--- src/rtl/reaction_game_ctrl.sv ---
// reaction_game_ctrl: reaction-timer sequencer that arms a random delay, lights the LED,
// times the player's press in ms ticks, and tracks the best time, fouls and timeouts.
module reaction_game_ctrl #(
   parameter int DELAY_W   = 12,
   parameter int TIME_W    = 14,
   parameter int MIN_DELAY = 500,
   parameter int MAX_TIME  = 9999
) (
   input  logic               clock1,
   input  logic               resetn,
   input  logic               start_key,
   input  logic               react_key,
   input  logic [DELAY_W-1:0] rand_val,
   input  logic               tick_ms,
   input  logic               delay_done,
   output logic               delay_load,
   output logic [DELAY_W-1:0] delay_value,
   output logic               led,
   output logic [TIME_W-1:0]  react_time,
   output logic [TIME_W-1:0]  best_time,
   output logic               result_valid,
   output logic               foul,
   output logic               timeout
);
   localparam logic [2:0] IDLE = 3'd0, ARM = 3'd1, WAIT = 3'd2, LIT = 3'd3, DONE = 3'd4, FOUL = 3'd5;
   localparam logic [TIME_W-1:0] MAX_T = TIME_W'(MAX_TIME);

   logic [2:0]         start_sync_q, react_sync_q;
   logic               start_p_q, react_p_q;
   logic [2:0]         state_q, state_d;
   logic               first_q, first_d, load_q, load_d, led_q, led_d;
   logic               valid_q, valid_d, foul_q, foul_d, to_q, to_d;
   logic [DELAY_W-1:0] value_q, value_d;
   logic [TIME_W-1:0]  rt_q, rt_d, best_q, best_d, rt_inc;
   logic [DELAY_W:0]   delay_sum;

   assign delay_sum = {1'b0, rand_val} + (DELAY_W+1)'(MIN_DELAY);
   assign rt_inc    = rt_q + TIME_W'(1);

   // first_q masks delay_done for the cycle the external counter needs to reload
   always_comb begin
      state_d = state_q;
      first_d = 1'b0;
      load_d  = 1'b0;
      value_d = value_q;
      led_d   = led_q;
      rt_d    = rt_q;
      best_d  = best_q;
      valid_d = valid_q;
      foul_d  = foul_q;
      to_d    = to_q;
      case (state_q)
         ARM: begin
            state_d = WAIT;
            first_d = 1'b1;
         end
         WAIT:
            if (react_p_q) begin
               state_d = FOUL;
               foul_d  = 1'b1;
               valid_d = 1'b1;
               rt_d    = '0;
            end else if (delay_done && !first_q) begin
               state_d = LIT;
               led_d   = 1'b1;
            end
         LIT:
            if (react_p_q) begin
               state_d = DONE;
               led_d   = 1'b0;
               valid_d = 1'b1;
               best_d  = (rt_q < best_q) ? rt_q : best_q;
            end else if (tick_ms) begin
               rt_d = rt_inc;
               if (rt_inc == MAX_T) begin
                  state_d = DONE;
                  led_d   = 1'b0;
                  valid_d = 1'b1;
                  to_d    = 1'b1;
               end
            end
         default:
            if (start_p_q) begin
               state_d = ARM;
               load_d  = 1'b1;
               value_d = delay_sum[DELAY_W] ? '1 : delay_sum[DELAY_W-1:0];
               rt_d    = '0;
               valid_d = 1'b0;
               foul_d  = 1'b0;
               to_d    = 1'b0;
            end
      endcase
   end

   always_ff @(posedge clock1 or negedge resetn) begin
      if (!resetn) begin
         start_sync_q <= '0;
         react_sync_q <= '0;
         start_p_q    <= 1'b0;
         react_p_q    <= 1'b0;
         state_q      <= IDLE;
         first_q      <= 1'b0;
         load_q       <= 1'b0;
         value_q      <= '0;
         led_q        <= 1'b0;
         rt_q         <= '0;
         best_q       <= '1;
         valid_q      <= 1'b0;
         foul_q       <= 1'b0;
         to_q         <= 1'b0;
      end else begin
         start_sync_q <= {start_sync_q[1:0], start_key};
         react_sync_q <= {react_sync_q[1:0], react_key};
         start_p_q    <= start_sync_q[1] & ~start_sync_q[2];
         react_p_q    <= react_sync_q[1] & ~react_sync_q[2];
         state_q      <= state_d;
         first_q      <= first_d;
         load_q       <= load_d;
         value_q      <= value_d;
         led_q        <= led_d;
         rt_q         <= rt_d;
         best_q       <= best_d;
         valid_q      <= valid_d;
         foul_q       <= foul_d;
         to_q         <= to_d;
      end
   end

   assign delay_load   = load_q;
   assign delay_value  = value_q;
   assign led          = led_q;
   assign react_time   = rt_q;
   assign best_time    = best_q;
   assign result_valid = valid_q;
   assign foul         = foul_q;
   assign timeout      = to_q;
endmodule

--- config.mk ---
export PLATFORM = sky130hd
export DESIGN_NAME = reaction_game_ctrl
export DESIGN_NICKNAME = d
export VERILOG_FILES = /design/src/rtl/reaction_game_ctrl.sv
export SDC_FILE = /design/constraint.sdc
export NUM_CORES = 1
export LEC_CHECK = 0
export ABC_AREA = 1
export CORE_MARGIN = 2
export CORE_UTILIZATION = 53
export CTS_BUF_LIST = sky130_fd_sc_hd__clkbuf_8
export DETAILED_ROUTE_END_ITERATION = 6
export PLACE_DENSITY = 0.93
export SYNTH_ARGS = -nofsm -noshare
export SYNTH_HDL_FRONTEND = slang
export SYNTH_SLANG_ARGS = --single-unit
--- constraint.sdc ---
create_clock -name clock1 -period 2 [get_ports clock1]
set_input_delay 0.2 -clock clock1 [delete_from_list [all_inputs] [get_ports clock1]]
set_output_delay 0.2 -clock clock1 [all_outputs]
set_load 0.1 [all_outputs]
==> metrics.md, run 1 <==
| Metric | Value |
|---|---|
| Post-synthesis mux area share | 0 |
| Final setup violation count | 0 |
| Combinational family with the most area after synthesis | simple AND/OR/NAND/NOR gates |
| Via-to-Cell Ratio | approximately 5.5 |
| Switching Share | 0.515 |
| Unrepaired setup endpoints after global routing | no |
| # port buffers | 62 |
| Setup slack of the worst register-to-register path | 0.07 ns |
| Maximum frequency from static timing analysis | between 500 and 600 MHz |
| Leakage dissipation | about 1.8 nW |
| Iteration count of the initial detailed-routing pass | 6 |
| Die area | between 0.006 and 0.007 mm2 |
| Post-DP Area | 0.00379 mm2 |
| Placer's final routability congestion estimate | about 0.83 |
| Delay of the slowest cell on the worst path | ~0.63 ns |
| Worst vdd ir | ~1400 uV |
| Final cell area excluding filler cells | approximately 0.0041 mm2 |
| Number of CTS-inserted buffers | 9 |
| Antenna fix cells | 0 |
| Cell Pwr Density | approximately 1500 mW/mm2 |
| Post-synth cell types | 34 |
| Path category of the worst min-delay check | in2async |
| Largest driver fanout on the critical path | 10 |
| Data arrival time of the critical path | around 2.2 ns |
| Highest Signal Layer | met4 |
| Capture instance of the worst register-to-register path | best_time[12]$_DFFE_PN1P_ |
| Count of clock tree sinks | 57 |
| Met3 Routed Length | 548 um |
| Proportion of layout cells with a drive suffix above 1 | 0.309 |
| Clock network power share | 0.192 |
| Global-route wire length before repair | roughly 12000 um |
| Internal power contribution | 2.92 mW |
| Minimum clock period after layout | 1.93 ns |
| Detailed Route WL | between 7000 and 8000 um |
| Area Overhead vs Synth | 35.0% |
| Clock transition at the registers of the reported paths | about 0.060 ns |
| Syn nets | around 390 |
| Xor/xnor share of the synthesized area | 0.0261 |
| Post-Synthesis Mean Instance Area | 8.51 um2 |
| Crit path max-delay cell type | sky130_fd_sc_hd__dfstp_4 |
| Insertion delay of the later-clocked pin in the worst-skew pair | about 0.34 ns |
| Critical Path Source Type | flop |
| Setup slack after placement | between 0.05 and 0.06 ns |
| Met2 wire length | 3700 um |
| Final Slew Violations | 0 |
| Aggregate negative setup slack | 0 ns |
| Global-route usage over all layers | 0.247 |
| Number of cell rows | 27 |
| Cell breakdown of the critical path | inv_2 -> ha_4 -> a21oi_1 -> o21ai_0 -> nand2_1 -> o211a_1 -> nand4_4 -> buf_4 -> o21ai_1 |
| Logic gate share of total power | 0.528 |
| Top-level I/O count | 63 |
| Skew final | between 0.003 and 0.004 ns |
| Die width | 79.5 um |
| Sequential share of the synthesized area | 0.478 |
| Worst hold slack across all endpoints | 0.287 ns |
| Net Sw Power | approximately 3.1 mW |
| Period Utilization, post-route | 0.966 |
| Cell family with the largest share of critical-path delay | flip-flops |
| Wire per inst | ~15 um |
| Die Ht | about 80 um |
| Antenna violations before repair | 0 |
| Transition time at the pin with the least slew margin | around 0.51 ns |
| Worst Setup EP | best_time[12]$_DFFE_PN1P_ |
| Commonest non-fill, non-tap cell in the layout | sky130_fd_sc_hd__nand2_1 |
| Adder-Cell Fraction of Synth Area | 0.0663 |
| Result of the run | completed |
| Worst Reg2Reg Path Length in Cells | 9 |
| Routed vias | 2809 |
| Syn Inst Count | about 360 |
| Number of global-route vias before repair | 2662 |
| H-tree levels | 3 |
| Crit. Startpoint | best_time[9]$_DFFE_PN1P_ |
| Buffering stage count on the worst path with inverters included | 2 |
| Startpoint of the lowest-slack register-to-register path | best_time[9]$_DFFE_PN1P_ |
| Detail Route Antenna Nets | 0 |
| Yosys Warn Count | 0 |
| Number of endpoints with negative hold slack in the final report | 0 |
| CP Data Required Time | around 2.3 ns |
| Post-CTS repair timing setup buffer count | 0 |
| Type of the worst setup path | reg2reg |
| Initial standard-cell utilization of the core | 0.549 |
| GRT overflow | 0 |
| Number of remaining DRC errors | 0 |
| Share of power burned in registers | 0.281 |
| Worst Setup End Kind | flop |
| DR iter-0 viols | 291 |
| Largest net degree at the start of global routing | 47 |
| Final HPWL from detailed placement | between 5000 and 6000 um |
| Final worst slack | approximately 0.067 ns |
| Max-cap check violation count | 0 |
| Post-layout net count | 466 |
| Fraction of the mapped netlist area in compound gates | 0.118 |
| Routed metal-1 wire length | between 2000 and 3000 um |
| Commonest cells after routing, fill and taps aside | sky130_fd_sc_hd__nand2_1 (78), sky130_fd_sc_hd__buf_4 (50), sky130_fd_sc_hd__inv_1 (43) |
| Cell Area, Synth | 0.00302 mm2 |
| Post-synthesis register bit count | 57 |
| Clk Tree Root Cell | sky130_fd_sc_hd__clkbuf_8 |
| TritonCTS clock tree | done |
| Final Power | about 6 mW |
| Core ar. | between 0.005 and 0.006 mm2 |
| WP depth | 9 |
| Maximum number of buffers from clock root to sink | 2 |
| Slew HR | 0.660 |
| Synthesized-area fraction occupied by and/or/nand/nor cells | 0.242 |
## cell families after synthesis
| logic type | after synthesis |
|---|---|
| and+or+nand+nor | 157 |
| AOI/OAI and AO/OA | 62 |
| DFF | 57 |
| buffers and inverters | 54 |
| adders and majority gates | 16 |
| xor gates and xnor gates | 9 |
## stage by stage
stage	utilization	instances
3_3_place_gp	0.689	492
5_1_grt	0.741	509
2_1_floorplan	-	355
3_5_place_dp	0.689	492
6_report	0.741	509
4_1_cts	0.731	509
## sequential cells by signal (all words and copies together), names as in the netlist, 3 cells and up
| register | flops |
|---|---|
| react_time | 14 |
| best_time | 14 |
| start_sync_q | 3 |
| state_q | 3 |
| react_sync_q | 3 |
| delay_value | 12 |
## power groups by stage
stage | clock, mW | sequential, mW | combinational, mW
2_1_floorplan | 0 | 3.27 | 0.871
3_3_place_gp | 0 | 1.68 | 3.09
3_5_place_dp | 0 | 1.69 | 3.14
4_1_cts | 1.18 | 1.68 | 3.15
5_1_grt | 1.23 | 1.73 | 3.34
6_report | 1.16 | 1.69 | 3.18
## worst min-delay path by stage
stage	to	slack (ns)	start
3_3_place_gp	delay_load$_DFF_PN0_	0.10	resetn
2_1_floorplan	delay_load$_DFF_PN0_	-0.1	resetn
5_1_grt	react_sync_q[0]$_DFF_PN0_	0.30	react_key
3_5_place_dp	delay_load$_DFF_PN0_	0.11	resetn
4_1_cts	delay_load$_DFF_PN0_	0.28	resetn
6_report	delay_load$_DFF_PN0_	0.29	resetn
## Yosys cell counts
cell type,count,area share
sky130_fd_sc_hd__buf_2,2,0.0033
sky130_fd_sc_hd__o21ai_0,23,0.038
sky130_fd_sc_hd__a21oi_2,1,0.0029
sky130_fd_sc_hd__xnor2_1,2,0.0058
sky130_fd_sc_hd__xor2_1,7,0.020
sky130_fd_sc_hd__nor2_1,27,0.034
sky130_fd_sc_hd__nand3_1,21,0.035
sky130_fd_sc_hd__nor3_1,4,0.0066
sky130_fd_sc_hd__inv_4,1,0.0021
sky130_fd_sc_hd__o22ai_1,9,0.019
sky130_fd_sc_hd__nand4_4,1,0.0070
sky130_fd_sc_hd__nand2_4,1,0.0037
sky130_fd_sc_hd__o21ai_1,6,0.0099
sky130_fd_sc_hd__o22a_1,4,0.012
sky130_fd_sc_hd__dfstp_2,14,0.12
sky130_fd_sc_hd__nor3_2,2,0.0066
sky130_fd_sc_hd__dfrtp_1,43,0.36
sky130_fd_sc_hd__nor2_4,3,0.011
sky130_fd_sc_hd__a311oi_1,1,0.0029
sky130_fd_sc_hd__ha_1,16,0.066
sky130_fd_sc_hd__inv_1,45,0.056
sky130_fd_sc_hd__inv_2,4,0.0050
sky130_fd_sc_hd__or2_2,1,0.0021
sky130_fd_sc_hd__nand2_2,2,0.0041
sky130_fd_sc_hd__a31oi_1,2,0.0041
sky130_fd_sc_hd__a21oi_1,14,0.023
sky130_fd_sc_hd__o221ai_1,1,0.0029
sky130_fd_sc_hd__nor2_2,6,0.012
sky130_fd_sc_hd__clkbuf_1,1,0.0012
sky130_fd_sc_hd__nand2_1,79,0.098
sky130_fd_sc_hd__nand3_2,1,0.0033
sky130_fd_sc_hd__buf_4,1,0.0025
sky130_fd_sc_hd__nand4_1,9,0.019
sky130_fd_sc_hd__o211a_1,1,0.0033
## per-layer routing
layer	global-route usage	vias up
met4	0.141	0
met2	0.418	131
met3	0.0566	22
li1	-	1333
met1	0.286	1323
met5	0	-
## what timing repair did
action	4_1_cts	5_1_grt
endpoints found under the setup margin	0	18
gates resized for setup	0	12
endpoints found under the hold margin	6	0
hold buffers	1	0
## area by class of cell
type	instances	area (um2)
clock buffer	13	179
inverter	50	194
sequential	57	1520
timing repair buffer	70	591
multi-input combinational	244	1470
clock inverter	3	38.8
tap	72	90.1
fill	405	1430
Note: power is estimated with default switching activity, not from simulation.
==> inputs of run 2 (changes only) <==
--- a/config.mk
+++ b/config.mk
@@ -9,6 +9,7 @@
 export CORE_MARGIN = 2
 export CORE_UTILIZATION = 53
 export CTS_BUF_LIST = sky130_fd_sc_hd__clkbuf_8
+export CTS_CLUSTER_DIAMETER = 120
 export DETAILED_ROUTE_END_ITERATION = 6
 export PLACE_DENSITY = 0.93
 export SYNTH_ARGS = -nofsm -noshare
==> results of run 2 <==
Final layout, timing and power as in run 1 (identical DEF).
